**config.mk**
```make
export PLATFORM = sky130hd
export DESIGN_NAME = tlx_cmd_credit_mgr
export DESIGN_NICKNAME = d
export VERILOG_FILES = /design/src/rtl/tlx_cmd_credit_mgr.sv
export SDC_FILE = /design/constraint.sdc
export NUM_CORES = 1
export LEC_CHECK = 0
export ABC_AREA = 1
export CAP_MARGIN = 5
export CORE_MARGIN = 2
export CORE_UTILIZATION = 49
export CTS_BUF_LIST = sky130_fd_sc_hd__clkbuf_8
export DETAILED_ROUTE_END_ITERATION = 10
export PLACE_DENSITY = 0.87
export SLEW_MARGIN = 20
export SYNTH_ARGS = -nofsm -noshare
export SYNTH_HDL_FRONTEND = slang
export SYNTH_SLANG_ARGS = --single-unit
```
**constraint.sdc**
```tcl
create_clock -name clk -period 4.8 [get_ports clk]
set_input_delay 1.2 -clock clk [delete_from_list [all_inputs] [get_ports clk]]
set_output_delay 1.2 -clock clk [all_outputs]
set_load 0.02 [all_outputs]
```
**src/rtl/tlx_cmd_credit_mgr.sv**
```systemverilog
// TLX command/data credit tracker between the context stage and the TLX command port.
// Optional stall counter built when CREDIT_MGR_PERF_EN is defined; otherwise perf_stall_cnt is 0.
module tlx_cmd_credit_mgr #(
  parameter int CMD_CW   = 5,
  parameter int DATA_CW  = 7,
  parameter int DATA_RSV = 4
) (
  input  logic               clk,
  input  logic               resetn,
  input  logic               tlx_afu_ready,
  input  logic [3:0]         tlx_afu_cmd_initial_credit,
  input  logic [5:0]         tlx_afu_cmd_data_initial_credit,
  input  logic               tlx_afu_cmd_credit,
  input  logic               tlx_afu_cmd_data_credit,
  input  logic               in_cmd_valid,
  input  logic [7:0]         in_cmd_opcode,
  input  logic [1:0]         in_cmd_dl,
  output logic               tlx_afu_cmd_ready,
  output logic [CMD_CW-1:0]  cmd_credit_cnt,
  output logic [DATA_CW-1:0] data_credit_cnt,
  output logic               err_underflow,
  output logic               err_overflow,
  output logic [31:0]        perf_stall_cnt,
  output logic [1:0]         fsm_state
);

  typedef enum logic [1:0] {
    ST_IDLE = 2'd0,
    ST_LOAD = 2'd1,
    ST_RUN  = 2'd2
  } state_t;

  localparam logic [DATA_CW:0] DATA_RSV_W = (DATA_CW+1)'(DATA_RSV);

  state_t             state_q, state_d;
  logic [CMD_CW-1:0]  cmd_cnt_q;
  logic [DATA_CW-1:0] data_cnt_q;
  logic               err_uf_q, err_of_q;
  logic [2:0]         data_debit;

  logic [CMD_CW:0]    cmd_sum, cmd_deb, cmd_res;
  logic [DATA_CW:0]   data_sum, data_deb, data_res;
  logic [CMD_CW-1:0]  cmd_next;
  logic [DATA_CW-1:0] data_next;
  logic               uf_now, of_now;
  logic               ready;

  // Data beats charged per issued command; reserved dl=00 is charged as the maximum.
  always_comb begin
    data_debit = 3'd0;
    if (in_cmd_valid) begin
      case (in_cmd_opcode)
        8'h20: begin
          case (in_cmd_dl)
            2'b01:   data_debit = 3'd1;
            2'b10:   data_debit = 3'd2;
            default: data_debit = 3'd4;
          endcase
        end
        8'h30:   data_debit = 3'd1;
        default: data_debit = 3'd0;
      endcase
    end
  end

  always_comb begin
    state_d = state_q;
    case (state_q)
      ST_IDLE: if (tlx_afu_ready) state_d = ST_LOAD;
      ST_LOAD: state_d = ST_RUN;
      ST_RUN:  if (!tlx_afu_ready) state_d = ST_IDLE;
      default: state_d = ST_IDLE;
    endcase
  end

  // One extra bit on each sum exposes both clamp conditions.
  always_comb begin
    cmd_sum   = {1'b0, cmd_cnt_q} + {{CMD_CW{1'b0}}, tlx_afu_cmd_credit};
    cmd_deb   = {{CMD_CW{1'b0}}, in_cmd_valid};
    cmd_res   = cmd_sum - cmd_deb;
    data_sum  = {1'b0, data_cnt_q} + {{DATA_CW{1'b0}}, tlx_afu_cmd_data_credit};
    data_deb  = {{(DATA_CW-2){1'b0}}, data_debit};
    data_res  = data_sum - data_deb;
    uf_now    = 1'b0;
    of_now    = 1'b0;
    cmd_next  = cmd_res[CMD_CW-1:0];
    data_next = data_res[DATA_CW-1:0];
    if (cmd_sum < cmd_deb) begin
      cmd_next = '0;
      uf_now   = 1'b1;
    end else if (cmd_res[CMD_CW]) begin
      cmd_next = '1;
      of_now   = 1'b1;
    end
    if (data_sum < data_deb) begin
      data_next = '0;
      uf_now    = 1'b1;
    end else if (data_res[DATA_CW]) begin
      data_next = '1;
      of_now    = 1'b1;
    end
  end

  // The command in flight this cycle is charged before granting the next launch; returns are not.
  assign ready = (state_q == ST_RUN) &&
                 (cmd_cnt_q > CMD_CW'(in_cmd_valid)) &&
                 ({1'b0, data_cnt_q} >= DATA_RSV_W + data_deb);

  always_ff @(posedge clk or negedge resetn) begin
    if (!resetn) state_q <= ST_IDLE;
    else         state_q <= state_d;
  end

  always_ff @(posedge clk or negedge resetn) begin
    if (!resetn) begin
      cmd_cnt_q  <= '0;
      data_cnt_q <= '0;
      err_uf_q   <= 1'b0;
      err_of_q   <= 1'b0;
    end else begin
      case (state_q)
        ST_LOAD: begin
          cmd_cnt_q  <= {{(CMD_CW-4){1'b0}}, tlx_afu_cmd_initial_credit} +
                        {{(CMD_CW-1){1'b0}}, tlx_afu_cmd_credit};
          data_cnt_q <= {{(DATA_CW-6){1'b0}}, tlx_afu_cmd_data_initial_credit} +
                        {{(DATA_CW-1){1'b0}}, tlx_afu_cmd_data_credit};
        end
        ST_RUN: begin
          if (!tlx_afu_ready) begin
            cmd_cnt_q  <= '0;
            data_cnt_q <= '0;
          end else begin
            cmd_cnt_q  <= cmd_next;
            data_cnt_q <= data_next;
            if (uf_now) err_uf_q <= 1'b1;
            if (of_now) err_of_q <= 1'b1;
          end
        end
        default: begin
          cmd_cnt_q  <= cmd_cnt_q;
          data_cnt_q <= data_cnt_q;
        end
      endcase
    end
  end

`ifdef CREDIT_MGR_PERF_EN
  logic [31:0] perf_q;

  always_ff @(posedge clk or negedge resetn) begin
    if (!resetn) perf_q <= '0;
    else if ((state_q == ST_RUN) && !ready && (perf_q != 32'hFFFF_FFFF))
      perf_q <= perf_q + 32'd1;
  end

  assign perf_stall_cnt = perf_q;
`else
  assign perf_stall_cnt = 32'd0;
`endif

  assign tlx_afu_cmd_ready = ready;
  assign cmd_credit_cnt    = cmd_cnt_q;
  assign data_credit_cnt   = data_cnt_q;
  assign err_underflow     = err_uf_q;
  assign err_overflow      = err_of_q;
  assign fsm_state         = state_q;

endmodule

```
==> flow_results.xml <==
<?xml version="1.0" encoding="UTF-8"?>
<metrics>
  <group name="run_status">
    <metric name="run_status" unit="">completed</metric>
  </group>
  <group name="clock_tree">
    <metric name="clk_root_buffer_cell" unit="">sky130_fd_sc_hd__clkbuf_8</metric>
    <metric name="clk-insertion-delay-late" unit="ns">0.25</metric>
    <metric name="cts.sinks" unit="">16</metric>
    <metric name="cts_max_level" unit="">1</metric>
    <metric name="max-clock-path-buffers" unit="">2</metric>
    <metric name="cts_hold_buffers" unit="">0</metric>
    <metric name="clkSlewWorstSetupHoldPaths" unit="ns">0.07</metric>
    <metric name="clock_tree_from_tritoncts" unit="">done</metric>
    <metric name="tritoncts.num_buffers" unit="">3</metric>
  </group>
  <group name="cells_and_area">
    <metric name="footprint_of_the_flip_flops_and_latches" unit="µm²">400</metric>
    <metric name="area.growth.synth_to_final" unit="%">19.6</metric>
    <metric name="num-fill-cells" unit="">358</metric>
    <metric name="layout_commonest_cell" unit="">sky130_fd_sc_hd__nand2_1</metric>
    <metric name="layout.core_utilization" unit="%">61.5</metric>
    <metric name="finish.net_count" unit="">392</metric>
    <metric name="final_layout_size_suffix_gt1_share" unit="%">10.3</metric>
    <metric name="post_layout_nonfiller_instances" unit="">389</metric>
    <metric name="multi_input_area" unit="µm²">1390</metric>
    <metric name="final_cell_mix" unit="">sky130_fd_sc_hd__nand2_1, sky130_fd_sc_hd__inv_1, sky130_fd_sc_hd__clkdlybuf4s50_1</metric>
    <metric name="n_antenna_cell" unit="">0</metric>
  </group>
  <group name="power">
    <metric name="power_switching_share" unit="%">53.0</metric>
    <metric name="cellPowerDensity" unit="nW/µm²">601</metric>
    <metric name="pwr-share-seq" unit="%">20.9</metric>
    <metric name="power.net_switching" unit="mW">0.794</metric>
    <metric name="power" unit="mW">1.50</metric>
    <metric name="comb_power_share" unit="%">72.1</metric>
    <metric name="vdd.ir_drop.worst" unit="V">0.000358</metric>
    <metric name="power.share.clock" unit="%">7.0</metric>
    <metric name="internal_power" unit="mW">0.704</metric>
    <metric name="total_leakage_power" unit="nW">1.28</metric>
  </group>
  <group name="synthesis">
    <metric name="synth.ff_latch_count" unit="">16</metric>
    <metric name="synth_cell_types" unit="">36</metric>
    <metric name="synth_enable_flop_cells" unit="">0</metric>
    <metric name="ys_seq_area_share" unit="%">19.2</metric>
    <metric name="ys_dominant_reg_cell" unit="">sky130_fd_sc_hd__dfrtp_1</metric>
    <metric name="synth.avg_cell_area" unit="µm²">7.05</metric>
    <metric name="synthCells" unit="">296</metric>
    <metric name="synth_async_sr_flop_share" unit="%">100</metric>
    <metric name="ys.warnings.count" unit="">0</metric>
    <metric name="post_synth_instance_area" unit="µm²">2090</metric>
  </group>
  <group name="grt">
    <metric name="antenna_found_initial" unit="">0</metric>
    <metric name="largest_net_degree_at_the_start_of_global_routing" unit="">17</metric>
    <metric name="grt_pass1_wl" unit="mm">7.68</metric>
    <metric name="grt_overflow_total" unit="">0</metric>
    <metric name="global_route.usage.total" unit="%">19.1</metric>
    <metric name="grt_pass1_vias" unit="">1832</metric>
  </group>
  <group name="drt">
    <metric name="drc" unit="">0</metric>
    <metric name="drtPass1Iterations" unit="">4</metric>
    <metric name="vias_per_cell" unit="">4.81</metric>
    <metric name="detailedRoute.firstIterationViolations" unit="">69</metric>
    <metric name="num_vias" unit="">1870</metric>
    <metric name="drtAntennaViolNets" unit="">0</metric>
    <metric name="postRouteWirelength" unit="mm">4.44</metric>
    <metric name="post_drt_wl_per_cell" unit="µm">11.4</metric>
  </group>
  <group name="floorplan">
    <metric name="fp.dieW" unit="µm">69.2</metric>
    <metric name="initial_utilization" unit="%">51.4</metric>
    <metric name="dieArea" unit="µm²">4790</metric>
    <metric name="boundaryPins" unit="">75</metric>
    <metric name="rows" unit="">23</metric>
    <metric name="core" unit="µm²">4060</metric>
    <metric name="height_of_the_die" unit="µm">69.2</metric>
  </group>
  <group name="worst_setup_path">
    <metric name="timing.critical_path.from_type" unit="">input port</metric>
    <metric name="type_of_the_worst_setup_path" unit="">input port to primary output</metric>
    <metric name="cp_data_arrival_time" unit="ns">3.26</metric>
    <metric name="largest_delay_contributor_family_on_the_critical_path" unit="">buffers and inverters</metric>
    <metric name="worst_setup_path_end_kind" unit="">primary output</metric>
    <metric name="max_stage_delay" unit="ns">0.48</metric>
    <metric name="critical_path_fanouts_max" unit="">2</metric>
    <metric name="worst_ep_required_time" unit="ns">3.60</metric>
    <metric name="crit_path_top_delay_cell" unit="">sky130_fd_sc_hd__clkdlybuf4s50_1</metric>
    <metric name="timing.critical_path.buf_inv" unit="">4</metric>
    <metric name="critical_path.cell_chain" unit="">clkdlybuf4s50_1, inv_1, ha_1, o211ai_1, nor3b_2, ha_1, o21ai_0, nand2_1, a21oi_1, o21ai_0, nand3_1, inv_1, dlymetal6s2s_1</metric>
  </group>
  <group name="place">
    <metric name="gp_congestion" unit="">0.845</metric>
    <metric name="dp.final_hpwl" unit="mm">3.68</metric>
    <metric name="post_place_cells" unit="">386</metric>
    <metric name="number_of_buffers_inserted_by_port_buffering" unit="">42</metric>
    <metric name="dp_slack" unit="ns">-0.0198</metric>
  </group>
  <group name="timing">
    <metric name="setup-violations-final" unit="">0</metric>
    <metric name="number_of_hold_violations_in_the_final_report" unit="">0</metric>
    <metric name="worst_slew_pin_slew" unit="ns">0.778</metric>
    <metric name="post-route-period-util" unit="%">92.8</metric>
    <metric name="period_minus_slack" unit="ns">4.46</metric>
    <metric name="grt_setup_unrepaired" unit="">false</metric>
    <metric name="timing.final.max_slew_violations" unit="">0</metric>
    <metric name="fmax" unit="GHz">0.224</metric>
    <metric name="layout_skew" unit="ns">0.00215</metric>
    <metric name="postLayoutSetupSlackWorst" unit="ns">0.344</metric>
    <metric name="max_slew_margin" unit="%">48.0</metric>
  </group>
  <group name="flow_run">
    <metric name="timing.max_cap.violations" unit="">0</metric>
  </group>
  <group name="min_path">
    <metric name="hold_class" unit="">flip-flop to flip-flop</metric>
  </group>
</metrics>
[final cells by class]
class                   count  share of cell area, %
repair buffers             43                   17.3
inverters                  44                   6.72
flip-flops and latches     16                   16.1
multi-input cells         233                   55.8
clock buffers               3                   1.66
well taps                  50                   2.51
[logic make-up after synthesis]
group                      synth area share, %
other                                    0.180
xor gates and xnor gates                  4.20
and+or+nand+nor                           29.9
AOI/OAI and AO/OA                         11.3
buffers and inverters                     19.9
adders and majority gates                 15.4
DFF                                       19.2
[synth_stat cells (2+ instances only)]
master                     instances  area share (%)
sky130_fd_sc_hd__nand2_1          52             9.4
sky130_fd_sc_hd__inv_1            41             7.4
sky130_fd_sc_hd__buf_4            32              12
sky130_fd_sc_hd__nor2_1           30             5.4
sky130_fd_sc_hd__ha_1             24              14
sky130_fd_sc_hd__a21oi_1          19             4.6
sky130_fd_sc_hd__dfrtp_1          16              19
sky130_fd_sc_hd__nand3_1          11             2.6
sky130_fd_sc_hd__nand2_2           9             2.7
sky130_fd_sc_hd__o21ai_0           8             1.9
sky130_fd_sc_hd__xor2_1            8             3.4
sky130_fd_sc_hd__a21oi_2           6             2.5
sky130_fd_sc_hd__nand3b_1          4             1.4
sky130_fd_sc_hd__nand2_4           3             1.6
sky130_fd_sc_hd__nand3_2           3             1.4
sky130_fd_sc_hd__nand4_2           3             1.8
sky130_fd_sc_hd__nor2_2            3            0.90
sky130_fd_sc_hd__clkbuf_1          2            0.36
sky130_fd_sc_hd__nor3_1            2            0.48
sky130_fd_sc_hd__nor4_1            2            0.60
sky130_fd_sc_hd__o21ai_1           2            0.48
sky130_fd_sc_hd__xnor2_1           2            0.84
[state kept, by name, indices dropped and copies added, names as in the netlist]
name	cells
fsm_state	2
cmd_credit_cnt	5
err_underflow	1
err_overflow	1
data_credit_cnt	7
[routing by layer]
| metal | GRT usage, % | part of all wire, % | vias up |
|---|---|---|---|
| li1 | - | - | 968 |
| met1 | 22.1 | 43 | 853 |
| met2 | 36.5 | 52 | 45 |
| met3 | 2.91 | 3.7 | 4 |
| met4 | 4.14 | 0.68 | 0 |
| met5 | 0 | 0 | - |
[path summary, 6_finish.rpt]
kind	from	endpoint	slack, ns	depth (start not counted)
worst max-delay path	in_cmd_dl[1]	tlx_afu_cmd_ready	0.34	13
worst min-delay path	err_underflow	err_underflow	0.46	1
worst max register to register	data_credit_cnt[0]	data_credit_cnt[6]	2.23	14
worst min register to register	err_underflow	err_underflow	0.46	1
max in group asynchronous	resetn	data_credit_cnt[1]	2.91	1
min in group asynchronous	resetn	cmd_credit_cnt[2]	1.40	1
[worst reg2reg max path, delay by kind of cell, from the launching register on]
kind            cells  cell delay (ns)
flops               1             0.42
simple gates        9             0.96
fa+ha+maj           3             0.87
xor+xnor            1             0.16
compound gates      1             0.05
[metrics by stage]
| step | setup TNS, ns | cell area [µm²] | hold WS, ns |
|---|---|---|---|
| floorplan | 0 | 2200 | 0.565 |
| global placement | 0 | 2440 | 0.444 |
| detailed placement | -0.0198 | 2440 | 0.449 |
| CTS | 0 | 2490 | 0.464 |
| global route | 0 | 2490 | 0.476 |
| finish | 0 | 2490 | 0.458 |
[power groups by stage]
| stage | registers [mW] | clock network (mW) | logic, mW |
|---|---|---|---|
| 3_3_place_gp | 0.316 | 0 | 1.05 |
| 5_1_grt | 0.326 | 0.111 | 1.22 |
| 4_1_cts | 0.313 | 0.106 | 1.09 |
| 3_5_place_dp | 0.314 | 0 | 1.08 |
| 6_report | 0.314 | 0.105 | 1.08 |
| 2_1_floorplan | 0.372 | 0 | 0.719 |
[what timing repair did]
item                                    4_1_cts  5_1_grt
cloned                                        0        0
endpoints found under the setup margin        1        1
setup buffers                                 0        0
resized for setup                             1        1
No activity file was read; power rests on OpenSTA's default activity.
